## src/rtl/ext_in_port_pkg.sv

```systemverilog
// Shared constants and FSM encoding for the IN-instruction input port.
package ext_in_port_pkg;

  localparam logic [3:0] OP_IN    = 4'h7;
  localparam logic [7:0] IN_RESET = 8'h00;

  typedef enum logic {
    ST_IDLE = 1'b0,
    ST_WAIT = 1'b1
  } state_t;

endpackage

```

## src/rtl/ext_in_port_if.sv

```systemverilog
// Valid/ready byte handshake between an external producer and the input port.
interface ext_in_port_if;

  logic [7:0] ext_data;
  logic       ext_valid;
  logic       ext_ready;

  modport master (output ext_data, output ext_valid, input ext_ready);
  modport slave  (input ext_data, input ext_valid, output ext_ready);

endinterface

```

## src/rtl/in_fifo.sv

```systemverilog
// Synchronous byte FIFO with a dedicated occupancy counter; no read bypass.
module in_fifo #(
  parameter int DEPTH = 4,
  parameter int WIDTH = 8
) (
  input  logic                   clk,
  input  logic                   rst,
  input  logic                   i_push,
  input  logic [WIDTH-1:0]       i_data,
  input  logic                   i_pop,
  output logic [WIDTH-1:0]       o_head,
  output logic [$clog2(DEPTH):0] o_level,
  output logic                   o_full,
  output logic                   o_empty
);

  localparam int AW = $clog2(DEPTH);
  localparam int LW = AW + 1;

  logic [WIDTH-1:0] r_mem [DEPTH];
  logic [AW-1:0]    r_wr_ptr;
  logic [AW-1:0]    r_rd_ptr;
  logic [LW-1:0]    r_level;
  logic             w_do_push;
  logic             w_do_pop;

  assign o_full    = (r_level == LW'(DEPTH));
  assign o_empty   = (r_level == '0);
  assign o_level   = r_level;
  assign o_head    = r_mem[r_rd_ptr];
  assign w_do_push = i_push && !o_full;
  assign w_do_pop  = i_pop && !o_empty;

  // Storage write on accepted push.
  // NOTE: data storage carries no reset; r_level decides which entries are meaningful.
  always_ff @(posedge clk) begin
    if (w_do_push) r_mem[r_wr_ptr] <= i_data;
  end

  // Pointer and occupancy update; pointers wrap naturally since DEPTH is a power of two.
  // NOTE: sequential state uses non-blocking assignments so every flop samples pre-edge values.
  always_ff @(posedge clk or posedge rst) begin
    if (rst) begin
      r_wr_ptr <= '0;
      r_rd_ptr <= '0;
      r_level  <= '0;
    end else begin
      if (w_do_push) r_wr_ptr <= r_wr_ptr + AW'(1);
      if (w_do_pop)  r_rd_ptr <= r_rd_ptr + AW'(1);
      case ({w_do_push, w_do_pop})
        2'b10:   r_level <= r_level + LW'(1);
        2'b01:   r_level <= r_level - LW'(1);
        default: r_level <= r_level;
      endcase
    end
  end

endmodule

```

## src/rtl/ext_in_port.sv

```systemverilog
// IN-instruction input port: buffers producer bytes and hands one to write-back per IN,
// stalling the PC on an empty buffer for at most TIMEOUT+1 cycles.
module ext_in_port
  import ext_in_port_pkg::*;
#(
  parameter int DEPTH   = 4,
  parameter int TIMEOUT = 255
) (
  input  logic                   clk,
  input  logic                   rst,
  ext_in_port_if.slave           i_ext,
  input  logic [3:0]             i_op,
  output logic [7:0]             o_in_data,
  output logic                   o_stall,
  output logic                   o_err,
  output logic [$clog2(DEPTH):0] o_level
);

  localparam int TW = $clog2(TIMEOUT + 1);

  state_t        r_state;
  state_t        w_state_next;
  logic [TW-1:0] r_timer;
  logic          r_ready_en;
  logic          w_full;
  logic          w_empty;
  logic          w_push;
  logic          w_pop;
  logic [7:0]    w_head;
  logic          w_is_in;
  logic          w_load_timer;
  logic          w_dec_timer;
  logic          w_take_head;
  logic          w_take_zero;

  assign w_is_in         = (i_op == OP_IN);
  assign i_ext.ext_ready = r_ready_en && !w_full;
  assign w_push          = i_ext.ext_valid && i_ext.ext_ready;

  in_fifo #(.DEPTH(DEPTH), .WIDTH(8)) u_fifo (
    .clk     (clk),
    .rst     (rst),
    .i_push  (w_push),
    .i_data  (i_ext.ext_data),
    .i_pop   (w_pop),
    .o_head  (w_head),
    .o_level (o_level),
    .o_full  (w_full),
    .o_empty (w_empty)
  );

  // Hold ext_ready low until the first clock edge after reset release.
  always_ff @(posedge clk or posedge rst) begin
    if (rst) r_ready_en <= 1'b0;
    else     r_ready_en <= 1'b1;
  end

  // FSM state register.
  always_ff @(posedge clk or posedge rst) begin
    if (rst) r_state <= ST_IDLE;
    else     r_state <= w_state_next;
  end

  // Next state, stall decode and completion strobes.
  // NOTE: every output gets a default first so no path leaves a latch behind.
  always_comb begin
    w_state_next = r_state;
    o_stall      = 1'b0;
    w_pop        = 1'b0;
    w_load_timer = 1'b0;
    w_dec_timer  = 1'b0;
    w_take_head  = 1'b0;
    w_take_zero  = 1'b0;
    case (r_state)
      ST_IDLE: begin
        if (w_is_in) begin
          if (!w_empty) begin
            w_pop       = 1'b1;
            w_take_head = 1'b1;
          end else begin
            o_stall      = 1'b1;
            w_load_timer = 1'b1;
            w_state_next = ST_WAIT;
          end
        end
      end
      ST_WAIT: begin
        if (!w_is_in) begin
          // Opcode changed under a stall: abandon the IN without side effects.
          w_state_next = ST_IDLE;
        end else if (!w_empty) begin
          w_pop        = 1'b1;
          w_take_head  = 1'b1;
          w_state_next = ST_IDLE;
        end else if (r_timer != '0) begin
          o_stall     = 1'b1;
          w_dec_timer = 1'b1;
        end else begin
          w_take_zero  = 1'b1;
          w_state_next = ST_IDLE;
        end
      end
      default: w_state_next = ST_IDLE;
    endcase
    if (rst) o_stall = 1'b0;
  end

  // Stall timeout counter.
  always_ff @(posedge clk or posedge rst) begin
    if (rst)               r_timer <= '0;
    else if (w_load_timer) r_timer <= TW'(TIMEOUT);
    else if (w_dec_timer)  r_timer <= r_timer - TW'(1);
  end

  // Write-back byte and sticky timeout flag.
  always_ff @(posedge clk or posedge rst) begin
    if (rst) begin
      o_in_data <= IN_RESET;
      o_err     <= 1'b0;
    end else begin
      if (w_take_head)      o_in_data <= w_head;
      else if (w_take_zero) o_in_data <= 8'h00;
      if (w_take_zero)      o_err     <= 1'b1;
    end
  end

endmodule

```

## src/flat_wrapper.sv

```systemverilog
// flat-port wrapper written by rule: the top's interface ports become plain ports
module ext_in_port_flat import ext_in_port_pkg::*;
#(
  parameter int DEPTH   = 4,
  parameter int TIMEOUT = 255
)
  (clk, rst, i_op, o_in_data, o_stall, o_err, o_level, i_ext_ext_data, i_ext_ext_valid, i_ext_ext_ready);
  ext_in_port_if i_ext_i ();
  input  logic clk;
  input  logic rst;
  input  logic [3:0] i_op;
  output logic [7:0] o_in_data;
  output logic o_stall;
  output logic o_err;
  output logic [$clog2(DEPTH):0] o_level;
  input wire logic [$bits(i_ext_i.ext_data)-1:0] i_ext_ext_data;
  input wire logic [$bits(i_ext_i.ext_valid)-1:0] i_ext_ext_valid;
  output wire logic [$bits(i_ext_i.ext_ready)-1:0] i_ext_ext_ready;
  assign i_ext_i.ext_data = i_ext_ext_data;
  assign i_ext_i.ext_valid = i_ext_ext_valid;
  assign i_ext_ext_ready = i_ext_i.ext_ready;
  ext_in_port #(.DEPTH(DEPTH), .TIMEOUT(TIMEOUT)) u_core (.clk(clk), .rst(rst), .i_ext(i_ext_i), .i_op(i_op), .o_in_data(o_in_data), .o_stall(o_stall), .o_err(o_err), .o_level(o_level));
endmodule
```

## config.mk

```make
export PLATFORM = sky130hd
export DESIGN_NAME = ext_in_port_flat
export DESIGN_NICKNAME = d
export VERILOG_FILES = /design/src/rtl/ext_in_port_pkg.sv /design/src/rtl/ext_in_port_if.sv /design/src/rtl/in_fifo.sv /design/src/rtl/ext_in_port.sv /design/src/flat_wrapper.sv
export SDC_FILE = /design/constraint.sdc
export NUM_CORES = 1
export LEC_CHECK = 0
export BUFFER_PORTS_ARGS = -buffer_cell sky130_fd_sc_hd__buf_4
export CORE_ASPECT_RATIO = 1.4
export CORE_MARGIN = 2
export CORE_UTILIZATION = 51
export DETAILED_ROUTE_END_ITERATION = 6
export PLACE_DENSITY = 0.74
export SLEW_MARGIN = 10
export SYNTH_ARGS = -nofsm -noshare
export SYNTH_HDL_FRONTEND = slang
export SYNTH_SLANG_ARGS = --single-unit
export TNS_END_PERCENT = 30
```

## constraint.sdc

```tcl
create_clock -name clk -period 1.9 [get_ports clk]
set_input_delay 0.095 -clock clk [delete_from_list [all_inputs] [get_ports clk]]
set_output_delay 0.095 -clock clk [all_outputs]
set_load 0.02 [all_outputs]
```

* After elaboration in Yosys (flattened, before gate mapping)
Memory sizes are Yosys's and may differ from the RTL's.
Index checks and enable logic that the tools add are counted.
** Storage, ports and cells
- Bits in registers :: 26
- RAM bits :: 32
- Input bits :: 15
- Output and inout port bits :: 14
- Word-level logic and storage cells :: 52
- Memories :: 1
** Operators by class
- Add/sub/neg operators :: 5
- Equality and inequality tests :: 4
- Multiplexer cells :: 22
- Bitwise operators :: 1
- Reductions and logical operators :: 11
** Memory list
- u_core.u_fifo.r_mem :: words 4, bits a word 8, rd ports 1, clocked after memory_dff 0, wr ports 1, RTL line in_fifo.sv:20 : logic [WIDTH-1:0] r_mem [DEPTH];
** Operator list (number)
- 2-to-1 mux 8 bit :: 4
- 2-to-1 mux 1 bit :: 16
- nonzero test 8 bit :: 1
- subtractor 8 x 1 -> 8 bit, second input constant :: 1
- one-hot mux 3 bit (2 select lines) :: 1
- nonzero test 2 bit :: 3
- adder 2 x 1 -> 2 bit, second input constant :: 2
- == test 4 x 3 -> 1 bit, second input constant :: 1
- logical AND 1 bit :: 4
- adder 3 x 1 -> 3 bit, second input constant :: 1
- == test 3 bit, second input constant :: 1
- logical NOT 3 bit :: 1
- subtractor 3 x 1 -> 3 bit, second input constant :: 1
- == test 2 x 1 -> 1 bit, second input constant :: 1
- == test 2 bit, second input constant :: 1
- logical NOT 1 bit :: 2
- one-hot mux 1 bit (2 select lines) :: 1
- NOT 1 bit :: 1

* Logic depth before layout (Yosys ltp)
Gate-level depths: netlist (run 1).
- Word-level depth :: 7
- Depth in mapped cells :: 10
- Gate-level depth less buffers :: 10

* By module
Synthesis (run 1) repeated with hierarchy kept, for this count alone.
** Second synthesis, totals
- Cell total of the unflattened synthesis :: 159
- Area total of the unflattened synthesis :: 2476.1 µm²
** By module, submodules not included
- in_fifo :: instances 1, cells an instance 80, area an instance 1596.5 µm², seq. area each 1136.1 µm²
- ext_in_port :: instances 1, cells an instance 79, area an instance 879.6 µm², seq. area each 475.5 µm²

* Worst setup path after synthesis (run 1)
No wires, ideal clock.
- Kind :: reg2reg
- Start :: register u_core.u_fifo.r_level[1], in the netlist u_core.u_fifo.o_level[1]
- End :: register u_core.u_fifo.r_level[2], in the netlist u_core.u_fifo.o_level[2]
- Library setup time :: 0.133 ns
- Arrival time :: 2.223 ns
- Required time :: 1.767 ns
- Setup slack :: -0.456 ns
- Cell stages (with the launch flop) :: 11
- Path buffers :: 0
- Period minus slack after synthesis :: 2.356 ns
- Cell sequence :: dfrtp_1 -> inv_1 -> a31oi_1 -> and2_1 -> inv_1 -> ha_1 -> inv_1 -> fa_1 -> xor2_1 -> nor2_1 -> xor2_1
** Between the ends
- Longest elaborated chain between the ends :: 7
- Elaborated cells on any way between the ends :: 16
- Classes of those cells :: add/sub: 2; eq/ne: 3; mux: 3; reduce/logical: 8
** RTL lines
- start: declaration :: RTL line in_fifo.sv:23 : logic [LW-1:0] r_level;
- start signal: assignment :: RTL line in_fifo.sv:51 : 2'b10: r_level <= r_level + LW'(1);
- start signal: assignment :: RTL line in_fifo.sv:52 : 2'b01: r_level <= r_level - LW'(1);
- start signal: assignment :: RTL line in_fifo.sv:53 : default: r_level <= r_level;
- == test 3 bit (*) :: RTL line in_fifo.sv:27 : assign o_full = (r_level == LW'(DEPTH));
- logical NOT 1 bit (*) :: RTL line ext_in_port.sv:37 : assign i_ext.ext_ready = r_ready_en && !w_full;
- logical AND 1 bit (*) :: RTL line ext_in_port.sv:37
- named net i_ext_ext_ready :: RTL line flat_wrapper.sv:18 : output wire logic [$bits(i_ext_i.ext_ready)-1:0] i_ext_ext_ready;
- logical AND 1 bit (*) :: RTL line ext_in_port.sv:38 : assign w_push = i_ext.ext_valid && i_ext.ext_ready;
- logical AND 1 bit (*) :: RTL line in_fifo.sv:31 : assign w_do_push = i_push && !o_full;
- == test 2 x 1 -> 1 bit / == test 2 bit (equally long branches) :: RTL line in_fifo.sv:50 : case ({w_do_push, w_do_pop})
- one-hot mux 3 bit (2 select lines) / nonzero test 2 bit (equally long branches)
The timed path passes the listed nets; every way through them passes the cells marked *.
A chain may end at the register's enable or synchronous reset.

* Worst setup path in the final report (run 1)
- Start :: register u_core.r_timer[0]
- End :: register u_core.o_in_data[5]
** Between the ends
- Longest elaborated chain between the ends :: 6
** RTL lines
- start: declaration :: RTL line ext_in_port.sv:23 : logic [TW-1:0] r_timer;
- start signal: assignment :: RTL line ext_in_port.sv:111 : else if (w_load_timer) r_timer <= TW'(TIMEOUT);
- start signal: assignment :: RTL line ext_in_port.sv:112 : else if (w_dec_timer) r_timer <= r_timer - TW'(1);
- nonzero test 8 bit :: RTL line ext_in_port.sv:95 : end else if (r_timer != '0) begin
- 2-to-1 mux 1 bit :: RTL line ext_in_port.sv:95
- 2-to-1 mux 1 bit :: RTL line ext_in_port.sv:91 : end else if (!w_empty) begin
- 2-to-1 mux 1 bit :: RTL line ext_in_port.sv:88 : if (!w_is_in) begin
- 2-to-1 mux 1 bit :: RTL line ext_in_port.sv:74 : case (r_state)
- nonzero test 2 bit (no source line)
- end signal: assignment :: RTL line ext_in_port.sv:121 : if (w_take_head) o_in_data <= w_head;
- end: declaration :: RTL line ext_in_port.sv:13 : output logic [7:0] o_in_data,
Every way passes these cells.

==> summary.txt, run 1 <==
status - complete, but fails checks
violations in the final reports - setup timing
PwrDens - 1526 nW/um^2
antenna violations before repair - 0
Initial Utilization - 51.97%
total grt overflow - 0
Setup Viol. Count Final - 13
pre-CTS setup slack - -0.07807 ns
kind of critical path - register to register
post-route ant nets - 0
Period minus WS final - 1.934 ns
Slowest-stage cell, CP - dfrtp_1
area leader, netlist - edfxtp_1
Synth Cell Area - 2477 sq um
die height - 86.47 microns
switching power - 1.625 mW
ranking of synthesized cells by area - edfxtp_1, dfrtp_1, mux4_2
Reg power frac - 38.4%
Comb power frac - 35.3%
post-synthesis mux area share - 8.131%
first-pass GRT wire length - 8859 microns
max incr delay on CP - 0.40 ns
pin count of the biggest net entering global routing - 27
total number of vias - 1680
Yosys reg bits - 58
setup_tns - -0.2952 ns
Post-Route Skew - 0.006508 ns
Hold Crit Depth - 3
most common cell in the synthesized netlist - edfxtp_1
CTS tree - built
critical path cell sequence - inv_2 > ha_4 > or3b_4 > or3_4 > a21o_4 > a22o_1
count of cell types in the netlist - 42
core area - 4767 sq um
Fillers - 344
GRT Overall Usage - 21.90%
WP data required - 2.13 ns
Post-Synth Simple-Gate Area - 8.889%
Max Fanout on Critical Path - 8
layout cells sized above 1 - 43.10%
top_reg_cell synth - edfxtp_1
peak supply drop - 0.8425 mV
post-synth top area share - 38.79%
cell internal pwr - 3.472 mW
clk sink count - 58
Worst Setup End Kind - register
Setup WS post-layout - -0.03420 ns
Worst-Skew Late Latency - 0.34 ns
Synth Area in XOR/XNOR - 2.121%
Post-synth ARST share - 44.83%
Net Sw Frac - 31.89%
final hold vios - 0
crit path launch type - register
Post-synth EDFFs - 32
final wirelength - 5360 microns
Area Overhead vs Synth - 34.80%
IO Count - 29
die area - 5439 sq um
vias in the first global route - 1878
Die W - 62.91 microns
Design Area, Final - 3339 sq um
RSZ-0062 raised after global routing - yes
first drt pass iteration count - 4
Clock Path Buffers - 2
post-DP HPWL - 3587 microns
drt wl/cell - 18.11 microns
Multi-input gate area - 893.4 sq um
post-route clock period utilization - 101.8%
CTS Buf Count - 9
worst hold path class - primary input to register
max-slew violations - 0
arrival time at the worst endpoint - 2.16 ns
clk slew on worst S/H paths - 0.07 ns
H-Tree Depth - 3
Total Nets Final - 250
synthesized netlist cell count - 162
gp weighted congestion - 0.8906
Port-buffer cells - 28
syn_nets - 185
largest family of logic cells by synthesized area - simple AND/OR/NAND/NOR gates
site row count - 30
FF-to-FF path depth - 6
Synthesis Warnings - 0
# DRC - 0
# diodes - 0
Syn Area/Cell - 15.29 sq um
starting DRC count in detailed routing - 135
post-synthesis sequential area ratio - 65.05%
Synth Area in Adders - 4.343%
root buffer cell - clkbuf_8
via density per instance - 5.676
Synth Area in Compound Gates - 8.434%
clock network power share - 26.3%
Commonest cells post-synth - edfxtp_1, dfrtp_1, inv_1
Area after DPL - 2904 sq um
Leakage - 1.362 nW
Max-cap violations - 0
fmax - 517.0 MHz
Reg area - 1615 sq um
-- power groups by stage --
| stage | sequential (mW) | clock, mW | combinational [mW] |
|---|---|---|---|
| finish | 1.96 | 1.34 | 1.80 |
| global route | 1.99 | 1.43 | 1.94 |
| CTS | 1.95 | 1.36 | 1.75 |
| detailed placement | 1.97 | 0 | 1.62 |
| global placement | 1.95 | 0 | 1.54 |
| floorplan | 2.02 | 0 | 0.846 |
-- state kept, by name, summed over array words and instances, names as in the netlist --
| name | flops |
|---|---|
| u_core.u_fifo.r_rd_ptr | 2 |
| u_core.u_fifo.r_mem | 32 |
| u_core.r_ready_en | 1 |
| u_core.o_err | 1 |
| u_core.r_state | 1 |
| u_core.o_in_data | 8 |
| u_core.u_fifo.r_wr_ptr | 2 |
| u_core.r_timer | 8 |
| u_core.u_fifo.o_level | 3 |
-- routing by layer --
layer,part of all wire (%),global-route usage (%),routed length [microns]
met1,36,23.55,1930
met2,57,39.94,3051
met3,4.4,5.195,238
met4,2.6,11.11,139
met5,0,0,0
-- path summary, 6_finish.rpt --
path | end | startpoint | slack [ns]
min reg2reg | u_core.o_err | u_core.o_err | 0.49
min | u_core.u_fifo.r_wr_ptr[0] | i_ext_ext_valid | 0.12
max reg2reg | u_core.o_in_data[5] | u_core.r_timer[0] | -0.03
max | u_core.o_in_data[5] | u_core.r_timer[0] | -0.03
min in group asynchronous | u_core.r_timer[1] | rst | 0.39
max in group asynchronous | u_core.u_fifo.o_level[1] | rst | 1.23
-- through the flow --
stage                     hold slack (ns)  power [mW]  instances  utilization [%]
after floorplan                    0.1348       2.870        162                -
after global placement             0.1774       3.485        267            60.92
after detailed placement           0.1921       3.595        267            60.92
after CTS                          0.1060       5.058        296            69.29
after global routing               0.1216       5.360        296            70.05
final                              0.1191       5.097        296            70.05
-- cell usage in the layout (no fill, tap or decap), types with 2 or more instances in the layout --
master | synthesis | final
a22o_1 | 7 | 7
a31oi_1 | 6 | 2
a31oi_2 | 0 | 2
a31oi_4 | 0 | 2
a41oi_1 | 2 | 2
and3_1 | 5 | 5
and4_1 | 4 | 4
buf_4 | 0 | 50
bufinv_16 | 0 | 3
clkbuf_8 | 0 | 9
clkinv_1 | 0 | 2
dfrtp_1 | 26 | 23
dfrtp_2 | 0 | 3
dlygate4sd3_1 | 0 | 9
edfxtp_1 | 32 | 32
ha_1 | 7 | 5
inv_1 | 11 | 6
inv_2 | 0 | 5
mux4_2 | 8 | 8
nand2_1 | 3 | 3
nand2b_1 | 2 | 2
nor2_1 | 5 | 5
nor3_2 | 0 | 2
nor4_1 | 2 | 2
o22ai_1 | 4 | 2
o22ai_2 | 0 | 2
xnor2_1 | 3 | 3
xor2_1 | 3 | 3
-- critical path: cells and delay by family, from the launching register on --
kind,cells,cell delay [ns]
AO/OA/AOI/OAI,2,0.48
adder cells (fa/ha/maj),1,0.12
AND/OR/NAND/NOR,2,0.73
flip-flops,1,0.40
buffers and inverters,1,0.09
-- timing repair --
item | 4_1_cts | 5_1_grt
buffers inserted | 4 | 0
pin swaps | 4 | 10
gates resized for setup | 11 | 6
hold buffers | 9 | 0
endpoints found under the setup margin | 15 | 17
endpoints found under the hold margin | 58 | 0
-- area by class of cell --
| class | instances | area share, % |
|---|---|---|
| clock buffer | 10 | 3.822 |
| clock inverter | 6 | 3.147 |
| inverter | 11 | 1.236 |
| multi-input combinational | 87 | 26.75 |
| sequential | 58 | 48.37 |
| tap | 64 | 2.398 |
| timing repair buffer | 60 | 14.28 |
-- kinds of logic after synthesis --
| family | count (synthesis) |
|---|---|
| AND/OR/NAND/NOR | 35 |
| multiplexers | 10 |
| XOR/XNOR | 6 |
| other | 1 |
| buffers and inverters | 17 |
| adder cells (fa/ha/maj) | 8 |
| AO/OA/AOI/OAI | 27 |
| flip-flops | 58 |
(Power assumes the default switching activity.)
==> inputs of run 2 (changes only) <==
==> constraint.sdc (replaced) <==
create_clock -name clk -period 1.9 [get_ports clk]
set_input_delay 0.095 -clock clk [delete_from_list [all_inputs] [get_ports clk]]
set_output_delay 0.095 -clock clk [all_outputs]
set_load 0.005 [all_outputs]
==> summary.txt, run 2 (synthesis gave the netlist of run 1 again) <==
Die W - 62.91 microns
Period minus WS final - 1.927 ns
Hold Crit Depth - 4
CTS Buf Count - 9
die area - 5439 sq um
first drt pass iteration count - 4
setup_tns - -0.1307 ns
# diodes - 0
Max-cap violations - 0
WP data required - 2.12 ns
violations in the final reports - setup timing
biggest regs - u_core.u_fifo.r_mem: 32 flops, u_core.o_in_data: 8 flops, u_core.r_timer: 8 flops
CTS tree - built
Worst Setup End Kind - register
IO Count - 29
CP Launch Point - u_core.r_timer[1]
status - complete, but fails checks
Initial Utilization - 51.97%
via density per instance - 5.556
r2r setup slk - -0.03 ns
Multi-input gate area - 895.9 sq um
post-route clock period utilization - 101.4%
critical path cell sequence - inv_2 > ha_4 > or3b_4 > or3_4 > a21o_4 > a22o_1
total number of vias - 1650
core area - 4767 sq um
GRT Overall Usage - 21.49%
Total Nets Final - 251
crit path launch type - register
FF-to-FF path depth - 6
total grt overflow - 0
final wirelength - 5246 microns
Post-Route Skew - 0.007908 ns
starting DRC count in detailed routing - 119
pin count of the biggest net entering global routing - 27
hold_ws - 0.2189 ns
post-route ant nets - 0
Reg area - 1613 sq um
Fillers - 343
PwrDens - 1424 nW/um^2
layout cells sized above 1 - 44.21%
clk sink count - 58
RSZ-0062 raised after global routing - yes
Slowest-stage cell, CP - dfrtp_1
CP Buf/Inv Count - 1
most common cell after layout, fill and taps aside - buf_4
Worst-Skew Late Latency - 0.33 ns
arrival time at the worst endpoint - 2.15 ns
Reg-to-Reg Start - u_core.r_timer[1]
site row count - 30
# DRC - 0
drt wl/cell - 17.66 microns
clk slew on worst S/H paths - 0.07 ns
H-Tree Depth - 3
max-slew violations - 0
Clock Path Buffers - 2
final hold vios - 0
Setup WS post-layout - -0.02711 ns
post-DP HPWL - 3597 microns
die height - 86.47 microns
vias in the first global route - 1816
first-pass GRT wire length - 8583 microns
Largest register FFs - 32
Port-buffer cells - 28
peak supply drop - 0.9112 mV
worst hold path class - primary input to register
Leakage - 1.346 nW
antenna violations before repair - 0
gp weighted congestion - 0.8600
Worst path depth - 6
fmax - 518.9 MHz
max incr delay on CP - 0.40 ns
Max Fanout on Critical Path - 8
Largest delay share family, worst path - simple AND/OR/NAND/NOR gates
kind of critical path - register to register
Setup crit end - u_core.o_in_data[5]
root buffer cell - clkbuf_8
commonest non-fill, non-tap cells in the layout - buf_4, edfxtp_1, dfrtp_1, clkbuf_8, dlygate4sd3_1
Biggest register - u_core.u_fifo.r_mem
Area Overhead vs Synth - 33.99%
Setup Viol. Count Final - 9
Reg-to-Reg End - u_core.o_in_data[5]
run 2: changes by cell type in the layout (fill, tap and decap cells not counted), moves of 2 or more:
cell        previous run  this run
clkinvlp_4             1         4
bufinv_16              3         1
clkinv_1               2         0
dfrtp_1               23        25
dfrtp_2                3         1
inv_6                  0         2
run 2: report_power, final:
group          internal, mW  leakage (nW)  total [mW]  switching, mW
clock                 0.613        0.0885        1.14          0.523
sequential             1.66         0.610        1.92          0.259
combinational         0.948         0.648        1.67          0.724
total                  3.22          1.35        4.73           1.51
run 2: worst register-to-register path: cells and delay by family (launching register included):
| family | cells | cell delay [ns] |
|---|---|---|
| and+or+nand+nor | 2 | 0.73 |
| adders and majority gates | 1 | 0.12 |
| DFF | 1 | 0.40 |
| AOI/OAI and AO/OA | 2 | 0.48 |
| buffers and inverters | 1 | 0.09 |
run 2: timing repair:
item                                    4_1_cts  5_1_grt
hold endpoints to repair                     58        0
resized for setup                            11       14
pin swaps                                     2       17
hold buffers                                  9        0
endpoints found under the setup margin       10       17
buffers inserted                              0        1
run 2: worst min-delay path by stage:
| stage | startpoint | endpoint | slack, ns |
|---|---|---|---|
| CTS | i_ext_ext_valid | u_core.u_fifo.r_wr_ptr[0] | 0.20 |
| finish | i_ext_ext_valid | u_core.u_fifo.r_wr_ptr[0] | 0.22 |
| global placement | rst | u_core.r_timer[7] | 0.18 |
| floorplan | rst | u_core.o_err | 0.14 |
| global route | i_ext_ext_valid | u_core.u_fifo.r_wr_ptr[0] | 0.22 |
| detailed placement | rst | u_core.r_timer[7] | 0.20 |
run 2: layout make-up:
type / instances / share of cell area, %
timing repair buffer: 61 / 14.70
tap: 64 / 2.412
clock buffer: 9 / 3.732
clock inverter: 7 / 2.337
inverter: 11 / 1.244
sequential: 58 / 48.59
multi-input combinational: 87 / 26.99
run 2: metal layers:
| layer | wire length [microns] | track usage (%) | vias to the layer above |
|---|---|---|---|
| met5 | 0 | 0 | - |
| li1 | - | - | 755 |
| met4 | 167 | 13.54 | 0 |
| met1 | 1983 | 23.41 | 825 |
| met3 | 195 | 5.584 | 18 |
| met2 | 2900 | 37.23 | 52 |
run 2: per-stage QoR:
stage	worst slack (ns)	instance area (sq um)	total power, mW	utilization [%]	std cells
floorplan	-0.06501	2481	2.690	-	162
global route	-0.09048	3319	4.987	69.63	297
finish	-0.02711	3319	4.728	69.63	297
global placement	0.03143	2913	3.313	61.10	271
detailed placement	-0.05577	2913	3.434	61.10	271
CTS	-0.04099	3253	4.668	68.24	296
